<file path="src/rtl/uart_pkg.sv">
// Shared UART transmit definitions: tx_mux selection codes and the
// transmit-controller state encoding.
package uart_pkg;

  localparam logic [1:0] SEL_START  = 2'b00;
  localparam logic [1:0] SEL_DATA   = 2'b01;
  localparam logic [1:0] SEL_PARITY = 2'b10;
  localparam logic [1:0] SEL_STOP   = 2'b11;

  typedef enum logic [2:0] {
    IDLE   = 3'd0,
    START  = 3'd1,
    DATA   = 3'd2,
    PARITY = 3'd3,
    STOP   = 3'd4
  } tx_state_e;

endpackage

</file>
<file path="src/rtl/uart_tx_ctrl_if.sv">
// Byte-input handshake into the UART transmit controller.
// The source drives the master side; uart_tx_ctrl uses the slave side.
interface uart_tx_ctrl_if #(
    parameter int DATA_BITS = 8
) ();

    logic [DATA_BITS-1:0] tx_data;
    logic                 tx_valid;
    logic                 tx_ready;
    logic                 parity_en;
    logic                 parity_odd;

    modport master (
        output tx_data, tx_valid, parity_en, parity_odd,
        input  tx_ready
    );

    modport slave (
        input  tx_data, tx_valid, parity_en, parity_odd,
        output tx_ready
    );

endinterface

</file>
<file path="src/rtl/uart_baud_gen.sv">
// Bit-period counter: counts 0..CLKS_PER_BIT-1 while enabled and pulses
// bit_tick on the last cycle of each bit period.
module uart_baud_gen #(
    parameter int CLKS_PER_BIT = 434
) (
    input  logic clk,
    input  logic rst_n,
    input  logic en,
    input  logic clr,
    output logic bit_tick
);

    localparam int CNT_W = $clog2(CLKS_PER_BIT);
    localparam logic [CNT_W-1:0] LAST_CNT = CNT_W'(CLKS_PER_BIT - 1);

    logic [CNT_W-1:0] cnt;

    always_ff @(posedge clk or negedge rst_n) begin
        if (!rst_n) begin
            cnt <= '0;
        end else if (clr) begin
            cnt <= '0;
        end else if (en) begin
            cnt <= (cnt == LAST_CNT) ? '0 : cnt + 1'b1;
        end
    end

    assign bit_tick = en && (cnt == LAST_CNT);

endmodule

</file>
<file path="src/rtl/uart_tx_ctrl.sv">
// UART transmit sequencer feeding tx_mux: start, LSB-first data, optional
// parity and stop bits. Define UART_TX_TWO_STOP_EN for two stop bits.
module uart_tx_ctrl
    import uart_pkg::*;
#(
    parameter int CLKS_PER_BIT = 434,
    parameter int DATA_BITS    = 8
) (
    input  logic           clk,
    input  logic           rst_n,
    uart_tx_ctrl_if.slave  tx_if,
    output logic [1:0]     selection,
    output logic           start_bit,
    output logic           data_bit,
    output logic           parity_bit,
    output logic           stop_bit,
    output logic           busy,
    output logic           tx_done,
    output tx_state_e      fsm_state
);

    localparam int IDX_W = $clog2(DATA_BITS);
    localparam logic [IDX_W-1:0] LAST_IDX = IDX_W'(DATA_BITS - 1);

    tx_state_e            state;
    logic [DATA_BITS-1:0] shift_reg;
    logic [IDX_W-1:0]     bit_idx;
    logic                 par_en_q;
    logic                 bit_tick;
    logic                 accept;
    logic                 frame_end;

    // Handshake: a byte transfers on a rising edge where tx_valid and
    // tx_ready are both high; tx_ready is high only while idle.
    assign tx_if.tx_ready = !busy;
    assign accept         = tx_if.tx_valid && tx_if.tx_ready;

    assign start_bit = 1'b0;
    assign stop_bit  = 1'b1;
    assign data_bit  = shift_reg[0];
    assign fsm_state = state;

`ifdef UART_TX_TWO_STOP_EN
    logic stop_second;
    assign frame_end = stop_second;
`else
    assign frame_end = 1'b1;
`endif

    uart_baud_gen #(
        .CLKS_PER_BIT(CLKS_PER_BIT)
    ) u_baud (
        .clk     (clk),
        .rst_n   (rst_n),
        .en      (busy),
        .clr     (!busy),
        .bit_tick(bit_tick)
    );

    always_ff @(posedge clk or negedge rst_n) begin
        if (!rst_n) begin
            state      <= IDLE;
            selection  <= SEL_STOP;
            shift_reg  <= '0;
            bit_idx    <= '0;
            parity_bit <= 1'b0;
            par_en_q   <= 1'b0;
            busy       <= 1'b0;
            tx_done    <= 1'b0;
`ifdef UART_TX_TWO_STOP_EN
            stop_second <= 1'b0;
`endif
        end else begin
            tx_done <= 1'b0;
            case (state)
                IDLE: begin
                    if (accept) begin
                        shift_reg  <= tx_if.tx_data;
                        parity_bit <= (^tx_if.tx_data) ^ tx_if.parity_odd;
                        par_en_q   <= tx_if.parity_en;
                        bit_idx    <= '0;
                        busy       <= 1'b1;
                        state      <= START;
                        selection  <= SEL_START;
                    end
                end
                START: begin
                    if (bit_tick) begin
                        state     <= DATA;
                        selection <= SEL_DATA;
                    end
                end
                DATA: begin
                    if (bit_tick) begin
                        shift_reg <= shift_reg >> 1;
                        bit_idx   <= bit_idx + 1'b1;
                        if (bit_idx == LAST_IDX) begin
                            state     <= par_en_q ? PARITY : STOP;
                            selection <= par_en_q ? SEL_PARITY : SEL_STOP;
                        end
                    end
                end
                PARITY: begin
                    if (bit_tick) begin
                        state     <= STOP;
                        selection <= SEL_STOP;
                    end
                end
                STOP: begin
                    if (bit_tick) begin
                        // The done pulse coincides with tx_ready rising again.
                        if (frame_end) begin
                            state   <= IDLE;
                            busy    <= 1'b0;
                            tx_done <= 1'b1;
                        end
`ifdef UART_TX_TWO_STOP_EN
                        stop_second <= !stop_second;
`endif
                    end
                end
                default: begin
                    state     <= IDLE;
                    selection <= SEL_STOP;
                    busy      <= 1'b0;
                end
            endcase
        end
    end

endmodule

</file>
<file path="src/flat_wrapper.sv">
// flat-port wrapper written by rule: the top's interface ports become plain ports
module uart_tx_ctrl_flat import uart_pkg::*;
#(
    parameter int CLKS_PER_BIT = 434,
    parameter int DATA_BITS    = 8
)
  (clk, rst_n, selection, start_bit, data_bit, parity_bit, stop_bit, busy, tx_done, fsm_state, tx_if_tx_data, tx_if_tx_valid, tx_if_parity_en, tx_if_parity_odd, tx_if_tx_ready);
  uart_tx_ctrl_if #(.DATA_BITS(DATA_BITS)) tx_if_i ();
  input  logic clk;
  input  logic rst_n;
  output logic [1:0] selection;
  output logic start_bit;
  output logic data_bit;
  output logic parity_bit;
  output logic stop_bit;
  output logic busy;
  output logic tx_done;
  output tx_state_e fsm_state;
  input wire logic [$bits(tx_if_i.tx_data)-1:0] tx_if_tx_data;
  input wire logic [$bits(tx_if_i.tx_valid)-1:0] tx_if_tx_valid;
  input wire logic [$bits(tx_if_i.parity_en)-1:0] tx_if_parity_en;
  input wire logic [$bits(tx_if_i.parity_odd)-1:0] tx_if_parity_odd;
  output wire logic [$bits(tx_if_i.tx_ready)-1:0] tx_if_tx_ready;
  assign tx_if_i.tx_data = tx_if_tx_data;
  assign tx_if_i.tx_valid = tx_if_tx_valid;
  assign tx_if_i.parity_en = tx_if_parity_en;
  assign tx_if_i.parity_odd = tx_if_parity_odd;
  assign tx_if_tx_ready = tx_if_i.tx_ready;
  uart_tx_ctrl #(.CLKS_PER_BIT(CLKS_PER_BIT), .DATA_BITS(DATA_BITS)) u_core (.clk(clk), .rst_n(rst_n), .tx_if(tx_if_i), .selection(selection), .start_bit(start_bit), .data_bit(data_bit), .parity_bit(parity_bit), .stop_bit(stop_bit), .busy(busy), .tx_done(tx_done), .fsm_state(fsm_state));
endmodule
</file>
<file path="config.mk">
export PLATFORM = sky130hd
export DESIGN_NAME = uart_tx_ctrl_flat
export DESIGN_NICKNAME = d
export VERILOG_FILES = /design/src/rtl/uart_pkg.sv /design/src/rtl/uart_tx_ctrl_if.sv /design/src/rtl/uart_baud_gen.sv /design/src/rtl/uart_tx_ctrl.sv /design/src/flat_wrapper.sv
export SDC_FILE = /design/constraint.sdc
export NUM_CORES = 1
export LEC_CHECK = 0
export CAP_MARGIN = 0
export CELL_PAD_IN_SITES_DETAIL_PLACEMENT = 1
export CELL_PAD_IN_SITES_GLOBAL_PLACEMENT = 1
export CORE_MARGIN = 4
export CORE_UTILIZATION = 44
export DETAILED_ROUTE_END_ITERATION = 10
export GPL_ROUTABILITY_DRIVEN = 0
export PLACE_DENSITY = 0.84
export SLEW_MARGIN = 20
export SYNTH_ARGS = -nofsm -noshare
export SYNTH_HDL_FRONTEND = slang
export SYNTH_SLANG_ARGS = --single-unit
</file>
<file path="constraint.sdc">
create_clock -name clk -period 4.3 [get_ports clk]
set_input_delay 0.86 -clock clk [delete_from_list [all_inputs] [get_ports clk]]
set_output_delay 0.86 -clock clk [all_outputs]
set_load 0.1 [all_outputs]
</file>
==> key figures, run 1 <==
Status
  • Status: finished, final reports clean

Worst setup path
  • WP data arrival: 2.14 ns
  • Crit path cell chain: inv_1, clkdlybuf4s50_1
  • Startpoint Class: flop
  • Crit-path max FO: 9
  • WP data required: 3.44 ns
  • Critical Path Source: u_core.busy$_DFFE_PN0P_
  • Worst Path Class, Setup: reg -> out
  • R2R depth: 4
  • FF-to-FF Start: u_core.fsm_state[1]$_DFFE_PN0P_
  • Worst stage delay on the critical path: 1.16 ns
  • Cell with the largest stage delay on the worst path: clkdlybuf4s50_1
  • CP endpoint kind: output port

Layout
  • Number of flip-flops in the largest register: 9
  • Layout cell share with drive strength beyond 1: 18.79%
  • # diodes: 0
  • Nets: 182
  • Area Overhead vs Synth: 17.14%

Logic synthesis
  • Synth warn: 0
  • Number of enable flip-flop cells after synthesis: 0
  • Post-Syn Instances: 144
  • Register area share after synthesis: 46.41%
  • Mapped Area: 1569 um2
  • Syn avg cell area: 10.90 um2
  • Post-synth cell types: 37
  • Seq cells post-synth: 29
  • Primary FF master, synth: dfrtp_1
  • Post-synth ARST share: 100.0%
  • Syn Nets: 161

Pwr
  • Flop pwr share: 55.5%
  • Leak: 0.0007569 uW
  • Part of the power in combinational logic: 11.7%
  • Sw power: 122.8 uW
  • Power density over the cells: 274.6 nW/um2
  • Worst VDD drop: 0.1993 mV
  • Int Pwr: 381.9 uW
  • Sw Share: 24.34%
  • Clock Power Share: 32.8%

Clocking
  • CTS sink cnt: 29
  • Hold-fix buffers, CTS: 0
  • Post-CTS setup buffer count: 0
  • CTS root buffer: clkbuf_4
  • Skew-Pair Late Insertion Delay: 0.33 ns
  • Post-CTS sizing: 0
  • CTS tree: done
  • H-tree levels: 2
  • CTS clk-pin slew, worst paths: 0.09 ns
  • Max clock buf depth: 2
  • CTS Buf Count: 5

Floorplan
  • Die Y-Extent: 67.72 um
  • Die area: 4585 um2
  • Initial core utilization: 46.29%
  • Ports: 25
  • Core Area: 3390 um2
  • Chip Width: 67.72 um
  • Num rows: 21

Drt
  • Via count: 1139
  • Starting DRT DRC Count: 46
  • Vias per cell: 5.398
  • DRC viols: 0
  • Drt total wl: 3342 um
  • DRT Pass-1 Iters: 4
  • Final antenna-violating net count: 0
  • Wirelength per Cell: 15.84 um

Timing
  • Worst relative slew slack: 34.98%
  • Final Max Tran Viols: 0
  • Crit path time final: 3.004 ns
  • Final Hold Fails: 0
  • Final period utilization: 69.86%
  • Setup ws final: 1.296 ns
  • Peak Freq: 332.9 MHz
  • Final Setup Violations: 0
  • RSZ-0062 raised after global routing: no
  • Clock Skew: 0.01144 ns
  • Actual slew at the worst max-slew pin: 0.9722 ns
  • Fin Setup TNS: 0 ns

Global routing
  • M1 GR Usage: 18.41%
  • Via count of the first global-routing pass: 1208
  • Total grt overflow: 0
  • Met2 Resource Use GR: 31.35%
  • Largest net degree at the start of global routing: 30
  • Global route hottest layer: met2
  • M3 GR Usage: 5.491%
  • First-pass GRT wire length: 5671 um
  • Initial antenna violation count: 0
  • Tot GR Track Use: 17.30%

Min path
  • Worst min path class: reg -> reg
  • Worst hold path depth: 2
  • Worst Hold Launch: u_core.parity_bit$_DFFE_PN0P_

Placement
  • Buffers on Ports: 22
  • Dpl hpwl: 2530 um
  • Placement Setup Slack: 1.639 ns

Flow run
  • Max-cap violations: 0
-- metal layers --
metal / share of wire (%) / routed length (um)
met2: 54 / 1809
met1: 40 / 1338
met5: 0 / 0
met3: 4.3 / 145
met4: 1.5 / 49
-- through the flow --
step	hold WS, ns	power, uW	instance area, um2	std cells	utilization, %
after floorplan	0.4607	321.7	1569	144	-
after global placement	0.4661	343.1	1783	204	52.60
after detailed placement	0.4826	345.0	1783	204	52.60
after CTS	0.5044	513.6	1838	211	54.23
after global routing	0.5136	530.5	1838	211	54.23
final	0.4986	504.8	1838	211	54.23
-- area by class of cell --
type | instances | area (um2)
Fill cell | 382 | 1551
Multi-Input combinational cell | 102 | 754.5
Sequential cell | 29 | 728.2
Timing Repair Buffer | 23 | 227.7
Tap cell | 46 | 57.56
Clock buffer | 7 | 55.05
Inverter | 4 | 15.01
-- critical path: cells and delay by family (launching register included) --
kind / cells / cell delay [ns]
flops: 1 / 0.48
buf+inv: 2 / 1.34
-- path summary, 6_finish.rpt --
| kind | endpoint | slack (ns) |
|---|---|---|
| setup reg to reg | u_core.shift_reg[1]$_DFFE_PN0P_ | 1.91 |
| min in group asynchronous | u_core.u_baud.cnt[4]$_DFF_PN0_ | 0.91 |
| max in group asynchronous | u_core.selection[0]$_DFFE_PN1P_ | 3.07 |
| hold reg to reg | u_core.parity_bit$_DFFE_PN0P_ | 0.50 |
| setup / recovery | tx_if_tx_ready | 1.30 |
| hold / removal | u_core.parity_bit$_DFFE_PN0P_ | 0.50 |
-- cell usage after synthesis (3+ instances only) --
cell type	n	area share, %
nand3_1	9	2.9
xnor2_1	8	4.5
nor2_1	11	2.6
dfrtp_1	27	43
nand2_1	17	4.1
buf_6	3	2.2
xor2_1	5	2.8
buf_2	3	0.96
mux2_2	14	10
inv_1	4	0.96
ha_1	4	3.2
buf_4	3	1.4
o21ai_0	3	0.96
-- layout by cell type (no fill, tap or decap), types with 4 or more instances in the layout --
| cell type | netlist | final |
|---|---|---|
| dfrtp_1 | 27 | 27 |
| clkdlybuf4s50_1 | 0 | 22 |
| nand2_1 | 17 | 17 |
| mux2_2 | 14 | 14 |
| nor2_1 | 11 | 11 |
| nand3_1 | 9 | 9 |
| xnor2_1 | 8 | 8 |
| xor2_1 | 5 | 5 |
| clkbuf_4 | 0 | 5 |
| inv_1 | 4 | 4 |
| ha_1 | 4 | 4 |
-- kinds of logic (layout without fill, tap and decap cells) --
kind of cell,after synthesis,count (layout),share of synthesized area [%]
other cells,2,2,0.4786
mux,14,14,10.05
compound gates,15,15,7.577
fa+ha+maj,4,4,3.190
buf+inv,13,34,5.502
xor+xnor,14,14,8.692
simple gates,53,53,18.10
flops,29,29,46.41
-- power by group through the flow --
stage	clock network [uW]	registers, uW	logic [uW]
5_1_grt	186	281	63.6
3_5_place_dp	0	286	59.5
6_report	165	280	59.0
3_3_place_gp	0	285	57.7
2_1_floorplan	0	292	29.5
4_1_cts	173	280	60.0
Note: power is estimated with default switching activity, not from simulation.
==> run 2: changes to the inputs <==
--- a/config.mk
+++ b/config.mk
@@ -9,10 +9,10 @@
 export CELL_PAD_IN_SITES_DETAIL_PLACEMENT = 1
 export CELL_PAD_IN_SITES_GLOBAL_PLACEMENT = 1
 export CORE_MARGIN = 4
-export CORE_UTILIZATION = 44
+export CORE_UTILIZATION = 41
 export DETAILED_ROUTE_END_ITERATION = 10
 export GPL_ROUTABILITY_DRIVEN = 0
-export PLACE_DENSITY = 0.84
+export PLACE_DENSITY = 0.79
 export SLEW_MARGIN = 20
 export SYNTH_ARGS = -nofsm -noshare
 export SYNTH_HDL_FRONTEND = slang
==> constraint.sdc (replaced) <==
create_clock -name clk -period 2.9 [get_ports clk]
set_input_delay 0.58 -clock clk [delete_from_list [all_inputs] [get_ports clk]]
set_output_delay 0.58 -clock clk [all_outputs]
set_load 0.1 [all_outputs]
==> run 2 against run 1 <==
Combinational power increased by 51%. Critical path depth increased by 3. First-iteration DRC count decreased by 41%. Clock power increased by 92%. Sequential power increased by 49%. Highest routed layer unchanged.
==> key figures, run 2 (synthesized netlist as in run 1, its figures left out) <==
Layout
  • Area Overhead vs Synth: 17.78%
  • Layout cell share with drive strength beyond 1: 24.55% (+5.8 points)
  • Number of flip-flops in the largest register: 9 (unchanged)
  • Nets: 183 (+0.55%)
  • Most frequent cells in the layout: 27 x dfrtp_1, 17 x nand2_1, 14 x mux2_2, 12 x clkdlybuf4s50_1, 12 x buf_4
  • # diodes: 0 (unchanged)
  • Fillcell total: 427 (+12%)
  • Area of the multi-input gates: 754.5 um2 (unchanged)
  • Register area: 728.2 um2 (unchanged)
  • Finished Cell Area: 1848 um2 (+0.54%)
  • Finished Core Util: 50.10% (-4.1 points)
  • Commonest non-fill, non-tap cell in the layout: dfrtp_1

Clocking
  • CTS clk-pin slew, worst paths: 0.06 ns (-0.03 ns)
  • Post-CTS sizing: 0 (unchanged)
  • Max clock buf depth: 2 (unchanged)
  • CTS Buf Count: 5 (unchanged)
  • Hold-fix buffers, CTS: 0 (unchanged)
  • CTS tree: done
  • CTS root buffer: clkbuf_8
  • CTS sink cnt: 29 (unchanged)
  • Skew-Pair Late Insertion Delay: 0.28 ns (-0.05 ns)
  • Post-CTS setup buffer count: 0 (unchanged)
  • H-tree levels: 2 (unchanged)

Pwr
  • Worst VDD drop: 0.2490 mV (+25%)
  • Power density over the cells: 444.7 nW/um2 (+62%)
  • Leak: 0.0007817 uW (+3.3%)

Timing
  • Clock Skew: 0.002175 ns (-0.009268 ns)
  • Crit path time final: 1.923 ns
  • Final period utilization: 66.32%
  • Actual slew at the worst max-slew pin: 0.7388 ns (-0.2334 ns)
  • Hold WS: 0.5097 ns (+0.01108 ns)
  • RSZ-0062 raised after global routing: no
  • Final Max Tran Viols: 0 (unchanged)
  • Peak Freq: 519.9 MHz
  • Final Setup Violations: 0 (unchanged)
  • Fin Setup TNS: 0 ns (unchanged)
  • Worst relative slew slack: 50.29% (+15 points)
  • Final Hold Fails: 0 (unchanged)

Placement
  • Buffers on Ports: 22 (unchanged)
  • Dpl hpwl: 2762 um (+9.2%)
  • Placed inst area: 1768 um2 (-0.84%)

Drt
  • Via count: 1140 (+0.088%)
  • Starting DRT DRC Count: 27 (-41%)
  • DRT Pass-1 Iters: 2 (-2)
  • DRC viols: 0 (unchanged)
  • Vias per cell: 5.302 (-1.8%)
  • Final antenna-violating net count: 0 (unchanged)
  • Drt total wl: 3594 um (+7.5%)
  • Wirelength per Cell: 16.72 um (+5.5%)

Min path
  • Worst hold path depth: 1 (-1)
  • Worst Hold Launch: u_core.shift_reg[5]$_DFFE_PN0P_
  • Worst min path class: reg -> reg

Floorplan
  • Die area: 4880 um2 (+6.4%)
  • Initial core utilization: 42.54% (-3.8 points)
  • Ports: 25 (unchanged)
  • Die Y-Extent: 69.86 um (+3.2%)
  • Num rows: 22 (+4.8%)
  • Chip Width: 69.86 um (+3.2%)
  • Core Area: 3689 um2 (+8.8%)

Worst setup path
  • Crit-path max FO: 12 (+3)
  • CP endpoint kind: flop
  • Critical Path Source: u_core.fsm_state[0]$_DFFE_PN0P_
  • R2R depth: 5 (+1)
  • Startpoint Class: flop
  • WP data arrival: 2.08 ns (-0.06 ns)
  • Worst reg2reg setup slack: 0.98 ns (-0.93 ns)
  • WP data required: 3.06 ns (-0.38 ns)
  • FF-to-FF Start: u_core.fsm_state[0]$_DFFE_PN0P_
  • Worst Path Class, Setup: reg -> reg

Flow run
  • Max-cap violations: 0 (unchanged)

Status
  • Status: finished, final reports clean

Global routing
  • Initial antenna violation count: 0 (unchanged)
  • Total grt overflow: 0 (unchanged)
  • First-pass GRT wire length: 6292 um (+11%)
  • Via count of the first global-routing pass: 1307 (+8.2%)
  • Tot GR Track Use: 16.16% (-1.1 points)
  • Largest net degree at the start of global routing: 18 (-40%)
==> run 2: final timing paths <==
check,end
worst max-delay path,u_core.shift_reg[6]$_DFFE_PN0P_
worst min-delay path,u_core.shift_reg[5]$_DFFE_PN0P_
worst max register to register,u_core.shift_reg[6]$_DFFE_PN0P_
worst min register to register,u_core.shift_reg[5]$_DFFE_PN0P_
max in group asynchronous,u_core.bit_idx[1]$_DFFE_PN0P_
min in group asynchronous,u_core.tx_done$_DFF_PN0_
==> run 2: final cells by class <==
class / count / share of cell area (%)
Tap cell: 48 / 3.250
Sequential cell: 29 / 39.40
Inverter: 4 / 0.8125
Clock buffer: 8 / 4.333
Multi-Input combinational cell: 102 / 40.83
Timing Repair Buffer: 24 / 11.37
==> run 2: critical path, cell delays in order (launching register included) <==
cell	delay, ns
dfrtp_1	0.52
nor3b_2	0.22
buf_4	0.23
nand4_2	0.22
nand2_2	0.24
mux2_2	0.37
==> run 2: where the power goes <==
part	switching (uW)	internal, uW	total [uW]
logic	49.0	40.0	89.0
clock network	146	170	316
registers	4.24	413	417
==> run 2: stage by stage <==
step           cells  setup WS [ns]  power (uW)
6_report         215         0.9766       821.8
5_1_grt          215         0.8409       851.3
4_1_cts          215         0.9808       831.5
3_5_place_dp     207         0.7726       513.4
3_3_place_gp     207         0.8116       509.6
2_1_floorplan    144         0.1321       477.0
==> run 2: layer usage <==
| metal | GRT usage [%] | routed length, um | vias up | part of all wire (%) |
|---|---|---|---|---|
| li1 | - | - | 541 | - |
| met3 | 5.036 | 162 | 5 | 4.5 |
| met2 | 29.59 | 1928 | 21 | 54 |
| met5 | 0 | 0 | - | 0 |
| met1 | 17.88 | 1459 | 573 | 41 |
| met4 | 4.468 | 43 | 0 | 1.2 |
